File: config.mk
export PLATFORM = sky130hd
export DESIGN_NAME = mdu_iter_flat
export DESIGN_NICKNAME = d
export VERILOG_FILES = /design/src/rtl/mdu_iter_if.sv /design/src/rtl/mdu_iter.sv /design/src/flat_wrapper.sv
export SDC_FILE = /design/constraint.sdc
export NUM_CORES = 2
export LEC_CHECK = 0
export CAP_MARGIN = 10
export CORE_ASPECT_RATIO = 1.5
export CORE_MARGIN = 2
export CORE_UTILIZATION = 48
export DETAILED_ROUTE_END_ITERATION = 8
export DONT_BUFFER_PORTS = 1
export PLACE_DENSITY = 0.71
export SLEW_MARGIN = 20
export SYNTH_ARGS = -nofsm -noshare
export SYNTH_HDL_FRONTEND = slang
export SYNTH_SLANG_ARGS = --single-unit
File: constraint.sdc
create_clock -name clk -period 13 [get_ports clk]
set_input_delay 2.6 -clock clk [delete_from_list [all_inputs] [get_ports clk]]
set_output_delay 2.6 -clock clk [all_outputs]
set_load 0.02 [all_outputs]
File: src/rtl/mdu_iter_if.sv
// ----------------------------------------------------------------------------
// mdu_iter_if
// Bundle between the EX-stage issue logic (master) and the iterative
// multiply/divide unit (slave).
//   flush     : exception flush, aborts any operation
//   stall     : downstream hold of EX; keeps a finished result presented
//   op_valid  : EX holds a MULT/MULTU/DIV/DIVU instruction
//   op_type   : 00 MULT, 01 MULTU, 10 DIV, 11 DIVU
//   src_a     : rs operand / dividend
//   src_b     : rt operand / divisor
//   stall_req : pipeline hold request from the unit (combinational)
//   busy      : unit not idle
//   res_valid : HI/LO write enable
//   res_hi    : product high half or remainder
//   res_lo    : product low half or quotient
// ----------------------------------------------------------------------------
interface mdu_iter_if #(
    parameter int WIDTH = 32
);
    logic             flush;
    logic             stall;
    logic             op_valid;
    logic [1:0]       op_type;
    logic [WIDTH-1:0] src_a;
    logic [WIDTH-1:0] src_b;
    logic             stall_req;
    logic             busy;
    logic             res_valid;
    logic [WIDTH-1:0] res_hi;
    logic [WIDTH-1:0] res_lo;

    modport master (
        output flush, stall, op_valid, op_type, src_a, src_b,
        input  stall_req, busy, res_valid, res_hi, res_lo
    );

    modport slave (
        input  flush, stall, op_valid, op_type, src_a, src_b,
        output stall_req, busy, res_valid, res_hi, res_lo
    );
endinterface

File: src/rtl/mdu_iter.sv
// ----------------------------------------------------------------------------
// mdu_iter
// Multi-cycle multiply/divide unit for the EX stage. Multiplies are computed
// in one shot and then held for MUL_LATENCY cycles; divides use a radix-2
// restoring loop, one quotient bit per cycle. While computing, the unit
// requests a pipeline stall; the result is then presented for one cycle (or
// longer while EX is held by stall). Flush aborts at any time.
// Ports:
//   clk : rising-edge clock
//   rst : asynchronous active-high reset
//   bus : mdu_iter_if slave modport (operands, control, results)
// ----------------------------------------------------------------------------
module mdu_iter #(
    parameter int WIDTH       = 32,
    parameter int MUL_LATENCY = 2
) (
    input  logic        clk,
    input  logic        rst,
    mdu_iter_if.slave   bus
);
    localparam int CW = $clog2((WIDTH > MUL_LATENCY) ? WIDTH : MUL_LATENCY) + 1;

    localparam logic [1:0] S_IDLE = 2'd0;
    localparam logic [1:0] S_MUL  = 2'd1;
    localparam logic [1:0] S_DIV  = 2'd2;
    localparam logic [1:0] S_DONE = 2'd3;

    logic [1:0]         r_state;
    logic [CW-1:0]      r_cnt;
    logic               r_busy;
    logic               r_res_valid;
    logic [WIDTH-1:0]   r_res_hi;
    logic [WIDTH-1:0]   r_res_lo;
    logic [2*WIDTH-1:0] r_prod;
    logic [WIDTH-1:0]   r_rem;
    logic [WIDTH-1:0]   r_quo;
    logic [WIDTH-1:0]   r_dvs;
    logic               r_neg_q;
    logic               r_neg_r;

    logic               w_stall_req;
    logic               w_signed;
    logic [2*WIDTH-1:0] w_a_ext;
    logic [2*WIDTH-1:0] w_b_ext;
    logic [2*WIDTH-1:0] w_prod;
    logic [WIDTH-1:0]   w_abs_a;
    logic [WIDTH-1:0]   w_abs_b;
    logic [WIDTH:0]     w_shift;
    logic [WIDTH:0]     w_diff;
    logic [WIDTH-1:0]   w_rem_nx;
    logic [WIDTH-1:0]   w_quo_nx;
    logic [WIDTH-1:0]   w_quo_fix;
    logic [WIDTH-1:0]   w_rem_fix;

    // Stall request toward the pipeline controller; flush always drops it.
    always_comb begin
        w_stall_req = 1'b0;
        case (r_state)
            S_IDLE:  w_stall_req = bus.op_valid & ~bus.flush;
            S_MUL:   w_stall_req = ~bus.flush;
            S_DIV:   w_stall_req = ~bus.flush;
            S_DONE:  w_stall_req = 1'b0;
            default: w_stall_req = 1'b0;
        endcase
    end

    // Operand conditioning at acceptance: extended product and magnitudes.
    // MULT/DIV are the even op codes, so op_type[0]==0 means signed.
    always_comb begin
        w_signed = ~bus.op_type[0];
        if (w_signed) begin
            w_a_ext = {{WIDTH{bus.src_a[WIDTH-1]}}, bus.src_a};
            w_b_ext = {{WIDTH{bus.src_b[WIDTH-1]}}, bus.src_b};
        end else begin
            w_a_ext = {{WIDTH{1'b0}}, bus.src_a};
            w_b_ext = {{WIDTH{1'b0}}, bus.src_b};
        end
        // Truncating to 2*WIDTH gives the correct two's complement product.
        w_prod = w_a_ext * w_b_ext;
        if (w_signed && bus.src_a[WIDTH-1]) begin
            w_abs_a = {WIDTH{1'b0}} - bus.src_a;
        end else begin
            w_abs_a = bus.src_a;
        end
        if (w_signed && bus.src_b[WIDTH-1]) begin
            w_abs_b = {WIDTH{1'b0}} - bus.src_b;
        end else begin
            w_abs_b = bus.src_b;
        end
    end

    // One restoring-division step plus the sign fixup for the final step.
    // The dividend is shifted out of r_quo's MSB while quotient bits enter
    // its LSB. A set borrow bit in w_diff means the trial subtract failed.
    always_comb begin
        w_shift = {r_rem, r_quo[WIDTH-1]};
        w_diff  = w_shift - {1'b0, r_dvs};
        if (!w_diff[WIDTH]) begin
            w_rem_nx = w_diff[WIDTH-1:0];
            w_quo_nx = {r_quo[WIDTH-2:0], 1'b1};
        end else begin
            w_rem_nx = w_shift[WIDTH-1:0];
            w_quo_nx = {r_quo[WIDTH-2:0], 1'b0};
        end
        if (r_neg_q) begin
            w_quo_fix = {WIDTH{1'b0}} - w_quo_nx;
        end else begin
            w_quo_fix = w_quo_nx;
        end
        if (r_neg_r) begin
            w_rem_fix = {WIDTH{1'b0}} - w_rem_nx;
        end else begin
            w_rem_fix = w_rem_nx;
        end
    end

    // Control FSM and datapath registers.
    always_ff @(posedge clk or posedge rst) begin
        if (rst) begin
            r_state     <= S_IDLE;
            r_cnt       <= '0;
            r_busy      <= 1'b0;
            r_res_valid <= 1'b0;
            r_res_hi    <= '0;
            r_res_lo    <= '0;
            r_prod      <= '0;
            r_rem       <= '0;
            r_quo       <= '0;
            r_dvs       <= '0;
            r_neg_q     <= 1'b0;
            r_neg_r     <= 1'b0;
        end else if (bus.flush) begin
            // Results are kept; only the handshake state is cleared.
            r_state     <= S_IDLE;
            r_cnt       <= '0;
            r_busy      <= 1'b0;
            r_res_valid <= 1'b0;
        end else begin
            case (r_state)
                S_IDLE: begin
                    if (bus.op_valid) begin
                        r_busy <= 1'b1;
                        if (!bus.op_type[1]) begin
                            r_prod  <= w_prod;
                            r_cnt   <= CW'(MUL_LATENCY - 1);
                            r_state <= S_MUL;
                        end else if (bus.src_b == {WIDTH{1'b0}}) begin
                            r_res_lo    <= {WIDTH{1'b1}};
                            r_res_hi    <= bus.src_a;
                            r_res_valid <= 1'b1;
                            r_state     <= S_DONE;
                        end else begin
                            r_quo   <= w_abs_a;
                            r_dvs   <= w_abs_b;
                            r_rem   <= '0;
                            r_neg_q <= w_signed & (bus.src_a[WIDTH-1] ^ bus.src_b[WIDTH-1]);
                            r_neg_r <= w_signed & bus.src_a[WIDTH-1];
                            r_cnt   <= CW'(WIDTH - 1);
                            r_state <= S_DIV;
                        end
                    end else begin
                        r_state <= S_IDLE;
                    end
                end
                S_MUL: begin
                    if (r_cnt == '0) begin
                        r_res_hi    <= r_prod[2*WIDTH-1:WIDTH];
                        r_res_lo    <= r_prod[WIDTH-1:0];
                        r_res_valid <= 1'b1;
                        r_state     <= S_DONE;
                    end else begin
                        r_cnt <= r_cnt - CW'(1);
                    end
                end
                S_DIV: begin
                    r_rem <= w_rem_nx;
                    r_quo <= w_quo_nx;
                    if (r_cnt == '0) begin
                        r_res_hi    <= w_rem_fix;
                        r_res_lo    <= w_quo_fix;
                        r_res_valid <= 1'b1;
                        r_state     <= S_DONE;
                    end else begin
                        r_cnt <= r_cnt - CW'(1);
                    end
                end
                S_DONE: begin
                    // While EX is held the same instruction is still there,
                    // so the result stays presented.
                    if (!bus.stall) begin
                        r_res_valid <= 1'b0;
                        r_busy      <= 1'b0;
                        r_state     <= S_IDLE;
                    end else begin
                        r_state <= S_DONE;
                    end
                end
                default: begin
                    r_state     <= S_IDLE;
                    r_busy      <= 1'b0;
                    r_res_valid <= 1'b0;
                end
            endcase
        end
    end

    assign bus.stall_req = w_stall_req;
    assign bus.busy      = r_busy;
    assign bus.res_valid = r_res_valid;
    assign bus.res_hi    = r_res_hi;
    assign bus.res_lo    = r_res_lo;

endmodule
File: src/flat_wrapper.sv
// flat-port wrapper written by rule: the top's interface ports become plain ports
module mdu_iter_flat 
#(
    parameter int WIDTH       = 32,
    parameter int MUL_LATENCY = 2
)
  (clk, rst, bus_flush, bus_stall, bus_op_valid, bus_op_type, bus_src_a, bus_src_b, bus_stall_req, bus_busy, bus_res_valid, bus_res_hi, bus_res_lo);
  mdu_iter_if #(.WIDTH(WIDTH)) bus_i ();
  input  logic clk;
  input  logic rst;
  input wire logic [$bits(bus_i.flush)-1:0] bus_flush;
  input wire logic [$bits(bus_i.stall)-1:0] bus_stall;
  input wire logic [$bits(bus_i.op_valid)-1:0] bus_op_valid;
  input wire logic [$bits(bus_i.op_type)-1:0] bus_op_type;
  input wire logic [$bits(bus_i.src_a)-1:0] bus_src_a;
  input wire logic [$bits(bus_i.src_b)-1:0] bus_src_b;
  output wire logic [$bits(bus_i.stall_req)-1:0] bus_stall_req;
  output wire logic [$bits(bus_i.busy)-1:0] bus_busy;
  output wire logic [$bits(bus_i.res_valid)-1:0] bus_res_valid;
  output wire logic [$bits(bus_i.res_hi)-1:0] bus_res_hi;
  output wire logic [$bits(bus_i.res_lo)-1:0] bus_res_lo;
  assign bus_i.flush = bus_flush;
  assign bus_i.stall = bus_stall;
  assign bus_i.op_valid = bus_op_valid;
  assign bus_i.op_type = bus_op_type;
  assign bus_i.src_a = bus_src_a;
  assign bus_i.src_b = bus_src_b;
  assign bus_stall_req = bus_i.stall_req;
  assign bus_busy = bus_i.busy;
  assign bus_res_valid = bus_i.res_valid;
  assign bus_res_hi = bus_i.res_hi;
  assign bus_res_lo = bus_i.res_lo;
  mdu_iter #(.WIDTH(WIDTH), .MUL_LATENCY(MUL_LATENCY)) u_core (.clk(clk), .rst(rst), .bus(bus_i));
endmodule
==> Word level (Yosys, flattened, before mapping) <==
Cells that the tools add are included.
{ "classes": {"mul": 1, "reduce_logical": 17, "eq_ne": 16, "n_addsub": 6, "mux": 52, "n_bitwise": 8} }
{ "ops": {"columns": ["operator", "n"], "rows": [
  ["2-to-1 mux 32 bit", 21],
  ["case mux 32 bit (3 select lines)", 2],
  ["2-to-1 mux 64 bit", 2],
  ["case mux 32 bit (2 select lines)", 2],
  ["subtractor 1 x 32 -> 32 bit, first input constant", 4],
  ["multiplier 64 x 64 -> 64 bit", 1],
  ["subtractor 33 x 32 -> 33 bit", 1],
  ["logical NOT 32 bit", 1],
  ["2-to-1 mux 6 bit", 5],
  ["AND reduction 5 bit", 3],
  ["inequality test 3 bit, second input constant", 4],
  ["case mux 6 bit (2 select lines)", 1],
  ["2-to-1 mux 1 bit", 10],
  ["2-to-1 mux 2 bit", 5],
  ["nonzero test 3 bit", 3],
  ["AND reduction 4 bit", 2],
  ["AND reduction 7 bit", 1],
  ["logical NOT 6 bit", 1],
  ["inequality test 2 x 1 -> 1 bit, second input constant", 3],
  ["inequality test 2 bit, second input constant", 3],
  ["case mux 1 bit (3 select lines)", 2],
  ["case mux 2 bit (3 select lines)", 1],
  ["subtractor 6 x 1 -> 6 bit, second input constant", 1],
  ["== test 2 bit, second input constant", 2],
  ["other kinds (13)", 19]
]} }
{ "totals": {"word_cells": 112, "output_inout_bits": 67, "reg_bits": 236, "in_bits": 71} }

==> Longest topological paths before layout <==
{ "logic_depth": {"word_depth": 7, "ltp_mapped": 37, "mapped_depth_nobuf": 33} }

==> Worst setup path before layout <==
No wires, ideal clock.
{ "synth_timing": {"kind": "input -> register", "from": "input bus_src_a[31]", "to": "register u_core.r_prod[62]", "required_ps": 12866, "setup_ps": 134, "arrival_ps": 12246, "cell_stages": 35, "setup_slack_ps": 620, "n_path_buf": 5, "cell_sequence": "clkbuf_1 > nor2b_1 > clkbuf_1 > clkbuf_1 > clkbuf_1 > clkbuf_1 > nand2_1 > fa_1 > inv_1 > fa_1 > fa_1 > inv_1 > fa_1 > inv_1 > fa_1 > fa_1 > fa_1 > fa_1 > fa_1 > inv_1 > fa_1 > inv_1 > ha_1 > a21o_1 > a221o_1 > a21o_1 > a21o_1 > a21oi_1 > nor3b_1 > o21a_1 > nor2_1 > a221oi_1 > o21ai_0 > xnor2_1 > o21ai_0"} }
{ "synth_via": {"elab_chain_cells": 2} }
{ "synth_lines": {"columns": ["item", "line_no", "source"], "rows": [
  ["start: declaration", "flat_wrapper.sv:15", "input wire logic [$bits(bus_i.src_a)-1:0] bus_src_a;"],
  ["2-to-1 mux 64 bit", "mdu_iter.sv:71", "if (w_signed) begin"],
  ["multiplier 64 x 64 -> 64 bit", "mdu_iter.sv:79", "w_prod = w_a_ext * w_b_ext;"],
  ["end signal: assignment", "mdu_iter.sv:144", "r_prod <= w_prod;"],
  ["end: declaration", "mdu_iter.sv:34", "logic [2*WIDTH-1:0] r_prod;"]
]} }
No other way between the ends.
A chain may end at the register's enable or synchronous reset.

==> Worst setup path in the final report <==
Ends and elaborated chain as after synthesis.

==> flow_summary.toml <==
[run_status]
status = "finished, final reports clean"

[timing]
slew_viol_final = 0
finalHoldViolations = 0
fin_crit_ns = 11.49
clock_skew_ns = 0.0357
setup_tns_ns = 0
slew-limit-headroom = 0.266
setup_viol_count_final = 0
tightest_slew_ns = 1.07
max_freq_ghz = 0.0870
timing.final.crit_share = 0.884
grt_setup_unrepaired = "no"

[floorplan]
initial_core_util = 0.483
io_pins = 138
coreArea_um2 = 130000
die_y_um = 447
num_rows = 162
dieArea_um2 = 134000
die_w_um = 299

[global_route]
grt-ovfl-total = 0
grt_usage = 0.309
grt_max_degree = 115
grt_pass1_vias = 52492
grt_pass1_wl_um = 308000
antenna_found_initial = 12

[layout]
fillers = 12140
multi_input_area_um2 = 49500
seqCellArea_um2 = 5910
area_growth_pct = 2.84
final_cell_mix = "inv_1 (1558), fa_1 (1419), nand2_1 (802), and2_1 (598), ha_1 (354)"
layout_commonest_cell = "inv_1"
drive_gt1_frac = 0.0189
nNetsFinal = 8374

[hold_path]
hold_path_depth = 2
hp-class = "flip-flop to flip-flop"

[drt]
wire_per_inst_um = 24.3
drt-initial-drc-count = 3249
route.detailed.drc = 0
num_vias = 46906
wl_met3_um = 14800
met2WireLength_um = 102000
drtPass1Iterations = 6
viasPerCell = 5.67
topRoutingLayerUsed = "met5"
ant_nets = 0
wl_met1_um = 63700
wl_um = 201000

[worst_setup_path]
worstPathRequired_ns = 13.45
critPathBufInv = 8
arrival_ns = 11.94
cp_top_family = "adder cells"
crit_type = "input pin to flip-flop"
crit_path_end_kind = "flip-flop"
start_kind = "input pin"
cp.depth = 33
cpMostUsedCell = "fa_1"
critPathMaxStageDelay_ns = 0.52
cp_slowest_cell = "fa_1"
cp_max_fo = 39
rr_worst_depth = 20

[cts]
cts_root_buffer = "clkbuf_16"
post_cts_buffers = 0
htreeDepth = 1
postCtsHoldBufs = 0
cts_tree = "done"
path_clk_slew_ns = 0.06
clock_latency_ns = 0.58
clock_sinks = 236
clockBufferDepth = 3
ctsResizeCount = 0
cts_buffers = 25

[logic_synthesis]
synth-main-ff-cell = "dfrtp_1"
synth.area.top_cells = "fa_1 (45%), dfrtp_1 (9.4%), inv_1 (9.3%)"
syn_inst = 6861
yosys.area.top_type = "fa_1"
async_reset_ff_frac = 1.00
synth_edf_count = 0
ys_types = 95
syn_nets = 8708
syn_area_um2 = 62700
synth_top_area_frac = 0.453
ys_ff_latch = 236
seq_area_frac_synth = 0.0942
syn_avg_cell_area_um2 = 9.14
yosys_warnings = 0

[job]
cap_violations = 0

[placement]
io_buffers = 0
dp.final_hpwl_um = 155000
gp_congestion = 0.975
==> state kept, by name, indices dropped and copies added (netlist names) <==
name                  flops
u_core.r_dvs             32
u_core.r_neg_r            1
u_core.r_neg_q            1
u_core.bus.res_hi        32
u_core.r_cnt              6
u_core.r_quo             32
u_core.r_prod            64
u_core.r_rem             32
u_core.r_state            2
u_core.bus.res_lo        32
u_core.bus.busy           1
u_core.bus.res_valid      1
==> per-layer routing <==
| metal | up-vias | global-route usage |
|---|---|---|
| met1 | 24183 | 0.316 |
| met3 | 853 | 0.0565 |
| met2 | 2041 | 0.552 |
| li1 | 19827 | - |
| met5 | - | 0 |
| met4 | 2 | 0.250 |
==> worst reg2reg max path, cell delays in order, from the launching register on <==
cell and delay [ns]:
dfrtp_1 0.41, inv_1 0.09, ha_1 0.17, inv_1 0.06
fa_1 0.42, a211oi_1 0.36, o21ai_2 0.14, o21a_2 0.29
o2111ai_2 0.32, a211o_1 0.18, o211a_1 0.20, buf_4 0.48
mux2i_1 0.44, ha_1 0.31, nand2_1 0.09, mux2_2 0.31
nor3_4 0.39, a21oi_1 0.14, xor2_1 0.22, a221oi_1 0.57
o21ai_0 0.18
==> final timing paths <==
kind / endpoint / slack (ns) / start
worst max-delay path: u_core.r_prod[62] / 1.51 / bus_src_a[31]
worst min-delay path: u_core.r_prod[61] / 0.48 / u_core.r_prod[61]
max in group asynchronous: u_core.r_prod[40] / 8.80 / rst
worst min register to register: u_core.r_prod[61] / 0.48 / u_core.r_prod[61]
min in group asynchronous: u_core.bus.res_lo[9] / 2.03 / rst
worst max register to register: u_core.bus.res_hi[10] / 7.12 / u_core.r_quo[31]
==> layout make-up <==
cell class | count | area share
clock buffers | 29 | 0.0102
repair buffers | 26 | 0.00303
multi-input cells | 4677 | 0.767
clock inverters | 17 | 0.00320
inverters | 1561 | 0.0911
flip-flops and latches | 236 | 0.0916
diodes | 5 | 0.000194
well taps | 1722 | 0.0334
==> cell usage after synthesis, drive strengths merged, types with 18 or more instances <==
cell,count
nand2,802
nor2,212
a221oi,21
and2,603
inv,1561
fa,1419
a211oi,27
nand3,32
o31ai,30
and3,29
dfrtp,236
nand2b,18
nor3,41
a41oi,34
a21o,74
xor2,82
clkbuf,332
o21ai,247
xnor2,161
ha,357
or3,21
a21oi,190
mux2i,28
buf,55
==> cells by family after synthesis <==
family,Yosys count,share of synthesized area
AO/OA/AOI/OAI,777,0.0794
XOR/XNOR,243,0.0340
adder cells (fa/ha/maj),1777,0.525
buffers and inverters,1948,0.117
flip-flops,236,0.0942
multiplexers,38,0.00653
AND/OR/NAND/NOR,1842,0.144
==> stage by stage <==
stage / instance area [um2] / std cells / utilization / worst slack (ns) / hold slack (ns)
after floorplan: 62700 / 6861 / - / 0.620 / 0.441
final: 64500 / 8273 / 0.497 / 1.51 / 0.479
after CTS: 64400 / 8268 / 0.497 / 1.55 / 0.480
after detailed placement: 63600 / 8222 / 0.490 / 1.00 / 0.466
after global routing: 64400 / 8269 / 0.497 / 0.967 / 0.504
after global placement: 63600 / 8222 / 0.490 / 0.989 / 0.459
Power is left out: the tool's default activity adds up to more than one toggle a clock period on the data nets, which glitch-free logic cannot reach.
